## src/rtl/lc3b_types.sv

```systemverilog
// Shared LC-3b memory types and the state encoding for the two-port memory arbiter.
package lc3b_types;

    typedef logic [15:0] lc3b_word;
    typedef logic [1:0]  lc3b_mem_wmask;

    typedef enum logic [2:0] {
        IDLE,
        BUSY_A,
        BUSY_B,
        DONE_A,
        DONE_B
    } lc3b_arb_state;

    localparam lc3b_mem_wmask FULL_WORD_MASK = 2'b11;

endpackage

```

## src/rtl/mem_arbiter_grant_logic.sv

```systemverilog
// Picks which port wins when the arbiter is idle.
// Build option ARB_ROUND_ROBIN_EN: contention alternates on a last-grant pointer
// instead of always favouring port B.
module arbiter_grant_logic (
    input  logic req_a,
    input  logic req_b,
`ifdef ARB_ROUND_ROBIN_EN
    input  logic last_grant_b,
`endif
    output logic grant_valid,
    output logic grant_b
);

    always_comb begin
        grant_valid = req_a | req_b;
`ifdef ARB_ROUND_ROBIN_EN
        if (req_a && req_b)
            grant_b = ~last_grant_b;
        else
            grant_b = req_b;
`else
        grant_b = req_b;
`endif
    end

endmodule

```

## src/rtl/mem_arbiter.sv

```systemverilog
// Two-port (instruction fetch A, data B) arbiter onto one downstream memory, one access in flight.
// Build option ARB_ROUND_ROBIN_EN selects round-robin instead of fixed port-B priority.
//
// state  | meaning
// IDLE   | waiting for a request; latches the winner's address/data/mask/op
// BUSY_A | downstream read on behalf of port A
// BUSY_B | downstream read or write on behalf of port B
// DONE_A | one-cycle resp_a (suppressed if port A dropped its request)
// DONE_B | one-cycle resp_b (suppressed if port B dropped its request)
module mem_arbiter
    import lc3b_types::*;
(
    input  logic          clk,
    input  logic          rst,

    input  lc3b_word      mem_addr1,
    input  logic          mem_read1,
    output lc3b_word      mem_rdata1,
    output logic          resp_a,

    input  lc3b_word      mem_addr2,
    input  logic          mem_read2,
    input  logic          mem_write2,
    input  lc3b_word      mem_wdata2,
    input  lc3b_mem_wmask mem_byte_enable2,
    output lc3b_word      mem_rdata2,
    output logic          resp_b,

    output lc3b_word      pmem_address,
    output logic          pmem_read,
    output logic          pmem_write,
    output lc3b_word      pmem_wdata,
    output lc3b_mem_wmask pmem_byte_enable,
    input  lc3b_word      pmem_rdata,
    input  logic          pmem_resp
);

    lc3b_arb_state state_q, state_d;

    lc3b_word      addr_q;
    lc3b_word      wdata_q;
    lc3b_mem_wmask mask_q;
    logic          write_q;
    lc3b_word      rdata1_q;
    lc3b_word      rdata2_q;

    logic          req_b;
    logic          grant_valid;
    logic          grant_b;

    assign req_b = mem_read2 | mem_write2;

`ifdef ARB_ROUND_ROBIN_EN
    logic last_grant_b_q;

    arbiter_grant_logic u_grant (
        .req_a        (mem_read1),
        .req_b        (req_b),
        .last_grant_b (last_grant_b_q),
        .grant_valid  (grant_valid),
        .grant_b      (grant_b)
    );
`else
    arbiter_grant_logic u_grant (
        .req_a       (mem_read1),
        .req_b       (req_b),
        .grant_valid (grant_valid),
        .grant_b     (grant_b)
    );
`endif

    always_ff @(posedge clk) begin
        if (rst) begin
            state_q  <= IDLE;
            addr_q   <= '0;
            wdata_q  <= '0;
            mask_q   <= '0;
            write_q  <= 1'b0;
            rdata1_q <= '0;
            rdata2_q <= '0;
`ifdef ARB_ROUND_ROBIN_EN
            last_grant_b_q <= 1'b1;
`endif
        end else begin
            state_q <= state_d;
            if (state_q == IDLE && grant_valid) begin
                if (grant_b) begin
                    addr_q  <= mem_addr2;
                    wdata_q <= mem_wdata2;
                    mask_q  <= mem_byte_enable2;
                    write_q <= mem_write2;
                end else begin
                    addr_q  <= mem_addr1;
                    wdata_q <= '0;
                    mask_q  <= FULL_WORD_MASK;
                    write_q <= 1'b0;
                end
`ifdef ARB_ROUND_ROBIN_EN
                last_grant_b_q <= grant_b;
`endif
            end
            // Read data is captured on completion even if the requester has since gone away.
            if (state_q == BUSY_A && pmem_resp)
                rdata1_q <= pmem_rdata;
            if (state_q == BUSY_B && pmem_resp && !write_q)
                rdata2_q <= pmem_rdata;
        end
    end

    always_comb begin
        state_d    = state_q;
        pmem_read  = 1'b0;
        pmem_write = 1'b0;
        resp_a     = 1'b0;
        resp_b     = 1'b0;
        unique case (state_q)
            IDLE: begin
                if (grant_valid)
                    state_d = grant_b ? BUSY_B : BUSY_A;
            end
            BUSY_A: begin
                pmem_read = 1'b1;
                if (pmem_resp)
                    state_d = DONE_A;
            end
            BUSY_B: begin
                pmem_read  = ~write_q;
                pmem_write = write_q;
                if (pmem_resp)
                    state_d = DONE_B;
            end
            DONE_A: begin
                resp_a  = mem_read1;
                state_d = IDLE;
            end
            DONE_B: begin
                resp_b  = req_b;
                state_d = IDLE;
            end
            default: state_d = IDLE;
        endcase
    end

    assign pmem_address     = addr_q;
    assign pmem_wdata       = wdata_q;
    assign pmem_byte_enable = mask_q;
    assign mem_rdata1       = rdata1_q;
    assign mem_rdata2       = rdata2_q;

endmodule
```

## config.mk

```make
export PLATFORM = sky130hd
export DESIGN_NAME = mem_arbiter
export DESIGN_NICKNAME = d
export VERILOG_FILES = /design/src/rtl/lc3b_types.sv /design/src/rtl/mem_arbiter_grant_logic.sv /design/src/rtl/mem_arbiter.sv
export SDC_FILE = /design/constraint.sdc
export NUM_CORES = 1
export LEC_CHECK = 0
export CORE_MARGIN = 5
export CORE_UTILIZATION = 36
export DETAILED_ROUTE_END_ITERATION = 6
export HOLD_SLACK_MARGIN = 0.05
export PLACE_DENSITY = 0.75
export SYNTH_ARGS = -nofsm -noshare
export SYNTH_HDL_FRONTEND = slang
export SYNTH_SLANG_ARGS = --single-unit
```

## constraint.sdc

```tcl
create_clock -name clk -period 1.5 [get_ports clk]
set_clock_uncertainty 0.05 [all_clocks]
set_input_delay 0.3 -clock clk [delete_from_list [all_inputs] [get_ports clk]]
set_output_delay 0.3 -clock clk [all_outputs]
set_load 0.1 [all_outputs]
```

# Word level (Yosys, flattened, before mapping)
# Index checks and enable logic that the tools add are counted.
[word_totals]
word_cells = 37
output_inout_bits = 70
ff_bits = 70
[op_classes]
bitwise_logic = 3
n_reduce_logical = 7
n_mux = 13
eq_ne = 7
[op_table]
columns = ["cell", "count"]
rows = [
  ["16-bit 2-to-1 mux", 2],
  ["3-bit 2-to-1 mux", 3],
  ["3-bit one-hot mux with 3 select lines", 1],
  ["3-bit by 2-bit equality test with 1-bit output, second input constant", 2],
  ["2-bit inequality test, second input constant", 3],
  ["1-bit logical AND", 4],
  ["1-bit 2-to-1 mux", 4],
  ["2-bit 2-to-1 mux", 2],
  ["3-bit by 1-bit equality test with 1-bit output, second input constant", 1],
  ["3-bit equality test, second input constant", 1],
  ["3-bit zero test", 1],
  ["3-bit AND reduction", 1],
  ["1-bit OR", 2],
  ["1-bit one-hot mux with 2 select lines", 1],
  ["1-bit zero test", 1],
  ["1-bit inverter", 1],
]

# Logic depth before layout (Yosys ltp)
# Gate-level depths: netlist of run 1.
[depth]
depth_word = 4
depth_mapped = 6
mapped_depth_nobuf = 3

# Hierarchy
# A second synthesis of run 1 with hierarchy kept.
[unflattened]
hier_cells = 323
area_unflattened_um2 = 3031.7
[modules_own_cells]
columns = ["module", "n_inst", "cells_each", "area_per_inst_um2"]
rows = [
  ["mem_arbiter", 1, 321, 3017.9],
  ["arbiter_grant_logic", 1, 2, 13.8],
]

# Worst setup path after synthesis of run 1
# Ideal clock, no wire load.
[synth_path]
kind = "input to output"
start = "in mem_write2"
end = "out resp_b"
t_arrival_ps = 3665
cell_stages = 3
t_required_ps = 1150
path_buffers = 1
path_slack_ps = -2515
path_cell_list = "nor2_1 clkbuf_1 nor4b_1"
[synth_between]
elab_chain_cells = 2
[synth_lines]
columns = ["element", "line_no", "text"]
rows = [
  ["start, declared", "mem_arbiter.sv:23", "input logic mem_write2,"],
  ["1-bit OR", "mem_arbiter.sv:51", "assign req_b = mem_read2 | mem_write2;"],
  ["1-bit 2-to-1 mux", "mem_arbiter.sv:116", "unique case (state_q)"],
  ["end, declared", "mem_arbiter.sv:27", "output logic resp_b,"],
]
# No other way between the ends.

# Worst setup path after layout of run 1
[layout_path]
start = "reg state_q[1]"
end = "out pmem_read"
[layout_between]
elab_chain_cells = 2
[layout_lines]
columns = ["element", "line_no", "text"]
rows = [
  ["start, declared", "mem_arbiter.sv:38", "lc3b_arb_state state_q, state_d;"],
  ["start signal, assigned", "mem_arbiter.sv:85", "state_q <= state_d;"],
  ["3-bit by 2-bit equality test with 1-bit output or 3-bit by 1-bit equality test with 1-bit output (tied branches)", "mem_arbiter.sv:116", ""],
  ["1-bit one-hot mux with 2 select lines *", "mem_arbiter.sv:116", ""],
  ["end, declared", "mem_arbiter.sv:30", "output logic pmem_read,"],
]
# Every way passes the cells marked *; elsewhere a longest branch is shown, timed or not.

==> impl_metrics.ini, run 1 <==
[sta]
slew_viol_final = 0
report.final.hold_viol_count = 0
setup_viol = 4
fin_setup_tns_ns = -0.865
f_max_mhz = 557
slew_at_the_pin_closest_to_its_max_slew_limit_ns = 0.317
timing.max_slew.rel_slack = 0.788
layout_worst_path_cycle_share = 1.20
final_critical_path_setup_slack_ns = -0.294
layout_min_cycle_time_ns = 1.79
unrepaired_setup_endpoints_after_global_routing = true
timing.hold.ws_ns = 0.292

[clock_tree]
number_of_sinks_driven_by_the_clock_tree = 70
cts.clk_slew.worst_paths_ns = 0.07
tritoncts_clock_tree = built
cts_max_level = 3
clock_network_latency_to_the_later_pin_of_the_worst_skew_pair_ns = 0.33
cts_buffer_depth = 2
cts_buffers = 9
cts-root-buf = sky130_fd_sc_hd__clkbuf_8

[floorplanning]
row_count = 32
floorplan.initialDensity = 0.372
design.core.area_um2 = 7810
die-height_um = 99.8
die_w_um = 99.8
floorplan.die_area_um2 = 9960
design.portCount = 142

[setup_path]
cp_data_required_time_ns = 1.15
worst_setup_path_start_kind = flop
critPathMaxStageDelay_ns = 0.41
crit_path_cell_trace = or3b_4 -> a21oi_4 -> buf_12
worst_path_max_delay_cell = sky130_fd_sc_hd__or3b_4
critPathArrivalTime_ns = 1.44
worstSetupPathType = reg -> out
critPathCaptureType = output pin
critPathMaxFanout = 4

[drt]
met3_wirelength_um = 1120
detail_route.wl_per_cell_um = 16.4
detail_route.iter0.violations = 105
remaining_drc_errors = 0
drt_pass_1_iters = 4
top_layer_used = met4
met2WireLength_um = 4870
routed_metal_1_wire_length_um = 3830
via_count = 3202
final_antenna_net_count = 0
post_dr_vias_cell = 5.27
wirelength_um = 9970

[finish]
num_antenna_cells = 0
syn_to_final_growth_pct = 92.3
share_of_post_route_cells_with_drive_strength_above_1 = 0.289
final_nets = 574
sequential_cell_area_um2 = 1410
stdcell_area_um2 = 5580
filler_cell_count = 591
post-route-util = 0.715
multi_input_area_um2 = 1360

[power_and_ir_drop]
power-per-cell-area_nw_per_um2 = 1070
leakage_nw = 2.11
vdd_drop_max_mv = 0.626
post-layout-total-power_w = 0.00597

[global_route]
grt_first_pass_wirelength_um = 15800
global_router_s_overall_resource_usage = 0.198
grt_antenna_before_repair = 0
grt_pass1_vias = 3240
gr-total-overflow = 0
pin_count_of_the_biggest_net_entering_global_routing = 39

[yosys]
postSynth.topFlopCell = sky130_fd_sc_hd__dfxtp_1
synth_top_area_frac = 0.483
synth-async-reset-ratio = 0
synth-xor-area-share = 0
synth_register_bits = 70
synth_adder_area_share = 0
ys_warn_count = 0
synth_simple_gate_area_share = 0.220
synth_area_per_cell_um2 = 8.34
synth_top_family_by_area = compound AO/OA/AOI/OAI gates
post_synth_num_cell_types = 30
post_syn_area_um2 = 2900
synth-compound-area-share = 0.224
synth_cells = 348
synth_enable_flop_cells = 0
synthDominantAreaCellType = sky130_fd_sc_hd__dfxtp_1
register_area_share_after_synthesis = 0.483
synthesis.nets = 420
post_synthesis_mux_area_share = 0.00388
synthTopCellsByArea = sky130_fd_sc_hd__dfxtp_1, sky130_fd_sc_hd__a21oi_1, sky130_fd_sc_hd__nand2_1

[placed_design]
port_buffers = 141
detailed_place.area_um2 = 5260
finalWeightedCongestion = 0.802
dp.final_hpwl_um = 7530

[worst_hold_path]
class_of_the_tightest_hold_or_removal_check = in -> reg

[job]
cap_viol_max_count = 0

[outcome]
status = complete, but fails checks
failed_checks = setup timing
==> path summary, 6_finish.rpt <==
path	startpoint	endpoint	slack, ns	cells past startpoint
max	state_q[1]	pmem_read	-0.29	3
min	mem_read1	state_q[0]	0.29	3
max reg2reg	state_q[2]	pmem_wdata[8]	0.04	5
min reg2reg	mem_rdata1[0]	mem_rdata1[0]	0.45	2
==> registers in the layout, summed over array words and instances (netlist names) <==
name              flops
mem_rdata1           16
mem_rdata2           16
pmem_address         16
pmem_byte_enable      2
pmem_wdata           16
state_q               3
write_q               1
==> area by class of cell <==
class,instances,share of cell area
Timing Repair Buffer,179,0.448
Tap cell,102,0.0229
Clock buffer,11,0.0253
Sequential cell,70,0.252
Multi-Input combinational cell,242,0.244
Clock inverter,4,0.00851
==> cells in the final DEF, fill, tap and decap left out, types with 2 or more instances in the layout <==
cell,Yosys,routed
sky130_fd_sc_hd__dfxtp_1,70,67
sky130_fd_sc_hd__dfxtp_2,0,2
sky130_fd_sc_hd__a311oi_1,16,15
sky130_fd_sc_hd__and4bb_2,2,2
sky130_fd_sc_hd__buf_6,4,4
sky130_fd_sc_hd__o21ai_2,0,2
sky130_fd_sc_hd__clkinv_2,0,2
sky130_fd_sc_hd__a21oi_1,69,68
sky130_fd_sc_hd__o21ai_0,25,15
sky130_fd_sc_hd__nand2_1,65,65
sky130_fd_sc_hd__nor3_2,2,2
sky130_fd_sc_hd__nor4_1,2,2
sky130_fd_sc_hd__nor2_4,1,2
sky130_fd_sc_hd__clkdlybuf4s50_1,0,67
sky130_fd_sc_hd__nor3_4,2,2
sky130_fd_sc_hd__buf_4,3,27
sky130_fd_sc_hd__clkbuf_8,0,10
sky130_fd_sc_hd__dlygate4sd2_1,0,2
sky130_fd_sc_hd__buf_12,0,76
sky130_fd_sc_hd__nor3_1,3,3
sky130_fd_sc_hd__o21ai_1,8,16
sky130_fd_sc_hd__nand3_1,32,32
==> kinds of logic after synthesis <==
logic type             count (synthesis)
AND/OR/NAND/NOR                      123
AO/OA/AOI/OAI                        118
flip-flops                            70
buffers and inverters                 36
multiplexers                           1
==> metal layers <==
metal / vias up / track usage
li1: 1543 / -
met3: 12 / 0.0820
met4: 0 / 0.0777
met2: 145 / 0.333
met5: - / 0
met1: 1502 / 0.223
==> cell usage after synthesis (all sizes together) (2+ instances only) <==
cell type   n
nor3        7
nor2        3
and4bb      2
nand2b      2
o21ai      33
nand2      65
and4b       2
clkbuf     17
a21oi      69
nor4        2
dfxtp      70
buf        19
nand3      32
a311oi     16
or3         2
==> worst max-delay path, delay by kind of cell, from the launching register on <==
family                 cells  cell delay, ns
AND/OR/NAND/NOR            1            0.41
AO/OA/AOI/OAI              1            0.15
buffers and inverters      1            0.19
flip-flops                 1            0.35
==> power breakdown <==
| part | leakage, nW | switching (W) | internal, W |
|---|---|---|---|
| clock | 0.0952 | 0.000672 | 0.000799 |
| combinational | 1.44 | 0.00142 | 0.000942 |
| sequential | 0.575 | 0.000143 | 0.00199 |
| total | 2.11 | 0.00223 | 0.00373 |
==> repair_timing <==
item / CTS / global route
endpoints found under the setup margin: 16 / 20
resized for setup: 11 / 16
pin swaps: 5 / 3
buffers inserted: 4 / 2
hold buffers: 0 / 0
gates cloned: 0 / 1
==> per-stage QoR <==
stage,setup WS (ns),cells
finish,-0.294,608
global route,-0.328,608
CTS,-0.316,605
detailed placement,-0.413,586
global placement,-0.308,586
floorplan,-0.424,348
No activity file was read; power rests on OpenSTA's default activity.
==> run 2, diff against run 1 <==
--- a/config.mk
+++ b/config.mk
@@ -10,6 +10,7 @@
 export DETAILED_ROUTE_END_ITERATION = 6
 export HOLD_SLACK_MARGIN = 0.05
 export PLACE_DENSITY = 0.75
+export RECOVER_POWER = 100
 export SYNTH_ARGS = -nofsm -noshare
 export SYNTH_HDL_FRONTEND = slang
 export SYNTH_SLANG_ARGS = --single-unit
==> run 2 against run 1 <==
Effect of this change:
- the flow still finishes with violations (setup timing)
- global-route usage unchanged
- register-to-register slack got worse by 0.02 ns
- maximum frequency is 0.19% lower
- utilization down 11 points
- via count shrank 0.53%
- largest cell class unchanged
==> impl_metrics.ini, run 2 (synthesized netlist as in run 1, its figures left out) <==
[outcome]
status = complete, but fails checks
failed_checks = setup timing

[finish]
layout_commonest_cell = sky130_fd_sc_hd__a21oi_1
filler_cell_count = 711
final_nets = 574
post-route-util = 0.602
num_antenna_cells = 0
most_used_cells_in_the_layout_excluding_fill_and_tap_cells = sky130_fd_sc_hd__a21oi_1, sky130_fd_sc_hd__dfxtp_1, sky130_fd_sc_hd__clkdlybuf4s50_1, sky130_fd_sc_hd__clkbuf_4, sky130_fd_sc_hd__nand2_1
share_of_post_route_cells_with_drive_strength_above_1 = 0.283
syn_to_final_growth_pct = 62.0

[power_and_ir_drop]
power-per-cell-area_nw_per_um2 = 1180
switching_power_w = 0.00216
part_of_the_total_power_dissipated_in_the_clock_network = 0.266
post-layout-total-power_w = 0.00555
switching_share = 0.389
leakage_nw = 1.86
vdd_drop_max_mv = 0.588
power_frac_seq = 0.372
power.internal_w = 0.00339
comb_power_share = 0.362

[sta]
timing.hold.ws_ns = 0.289
final_critical_path_setup_slack_ns = -0.297
slew_at_the_pin_closest_to_its_max_slew_limit_ns = 0.412
unrepaired_setup_endpoints_after_global_routing = true
layout_worst_path_cycle_share = 1.20
timing.max_slew.rel_slack = 0.725
layout_min_cycle_time_ns = 1.80
setup_viol = 4
slew_viol_final = 0
report.final.hold_viol_count = 0
f_max_mhz = 556
fin_setup_tns_ns = -0.938

[global_route]
pin_count_of_the_biggest_net_entering_global_routing = 39
grt_antenna_before_repair = 0
gr-total-overflow = 0
grt_first_pass_wirelength_um = 15800
grt_pass1_vias = 3240
global_router_s_overall_resource_usage = 0.198

[drt]
final_antenna_net_count = 0
post_dr_vias_cell = 5.24
via_count = 3185
drt_pass_1_iters = 5
remaining_drc_errors = 0
detail_route.iter0.violations = 122
wirelength_um = 10100
detail_route.wl_per_cell_um = 16.6

[clock_tree]
cts_max_level = 3
tritoncts_clock_tree = built
post_cts_hold_buffer_count = 0
clock_network_latency_to_the_later_pin_of_the_worst_skew_pair_ns = 0.34
cts_buffer_depth = 2
number_of_sinks_driven_by_the_clock_tree = 70
cts.clk_slew.worst_paths_ns = 0.07
cts-root-buf = sky130_fd_sc_hd__clkbuf_8
cts_buffers = 9

[floorplanning]
die-height_um = 99.8
row_count = 32
floorplan.initialDensity = 0.372
die_w_um = 99.8
design.core.area_um2 = 7810
design.portCount = 142
floorplan.die_area_um2 = 9960

[setup_path]
worst_path_max_delay_cell = sky130_fd_sc_hd__or3b_4
cp_data_required_time_ns = 1.15
critPathArrivalTime_ns = 1.45
critPathMaxFanout = 4
worst_setup_path_start_kind = flop
crit_path_cell_trace = or3b_4 -> a21oi_4 -> buf_12
worstSetupPathType = reg -> out
critPathMaxStageDelay_ns = 0.41
critPathCaptureType = output pin

[worst_hold_path]
class_of_the_tightest_hold_or_removal_check = in -> reg

[placed_design]
port_buffers = 141
dp.final_hpwl_um = 7530
detailedPlace.worstSlack_ns = -0.413
finalWeightedCongestion = 0.802

[job]
cap_viol_max_count = 0
[run 2: worst max-delay path, delay by kind of cell (launching register included)]
family                 cells  cell delay [ns]
and+or+nand+nor            1             0.41
AOI/OAI and AO/OA          1             0.15
buffers and inverters      1             0.19
DFF                        1             0.35
[run 2: power groups by stage]
stage	combinational, W	sequential [W]	clock (W)
final	0.00201	0.00207	0.00148
after global routing	0.00210	0.00208	0.00158
after CTS	0.00232	0.00214	0.00150
after detailed placement	0.00227	0.00218	0
after global placement	0.00224	0.00217	0
after floorplan	0.000515	0.00299	0
[run 2: stage by stage]
step           std cells  area [um^2]
3_3_place_gp         586         5260
2_1_floorplan        348         2970
3_5_place_dp         586         5260
4_1_cts              605         5520
6_report             608         4700
5_1_grt              608         4700
[run 2: per-layer routing]
metal	global-route usage	vias up	part of all wire
li1	-	1544	-
met1	0.223	1471	0.40
met2	0.333	160	0.48
met3	0.0820	10	0.10
met4	0.0777	0	0.014
met5	0	-	0
[run 2: area by class of cell]
class	count	area (um^2)	area share
Timing Repair Buffer	179	1630	0.347
Sequential cell	70	1410	0.299
Multi-Input combinational cell	242	1350	0.287
Clock buffer	11	141	0.0301
Tap cell	102	128	0.0271
Clock inverter	4	47.5	0.0101
[run 2: path summary, 6_finish.rpt]
check | start | to | slack [ns] | cells after the start
max | state_q[1] | pmem_read | -0.30 | 3
min | mem_read1 | state_q[0] | 0.29 | 3
max reg2reg | state_q[2] | pmem_address[15] | 0.02 | 5
min reg2reg | mem_rdata1[0] | mem_rdata1[0] | 0.42 | 2
[run 2: repair_timing]
action / 4_1_cts / 5_1_grt
endpoints found under the setup margin: 16 / 20
pin swaps: 5 / 3
gates cloned: 0 / 1
setup buffers: 4 / 2
gates resized for setup: 11 / 16
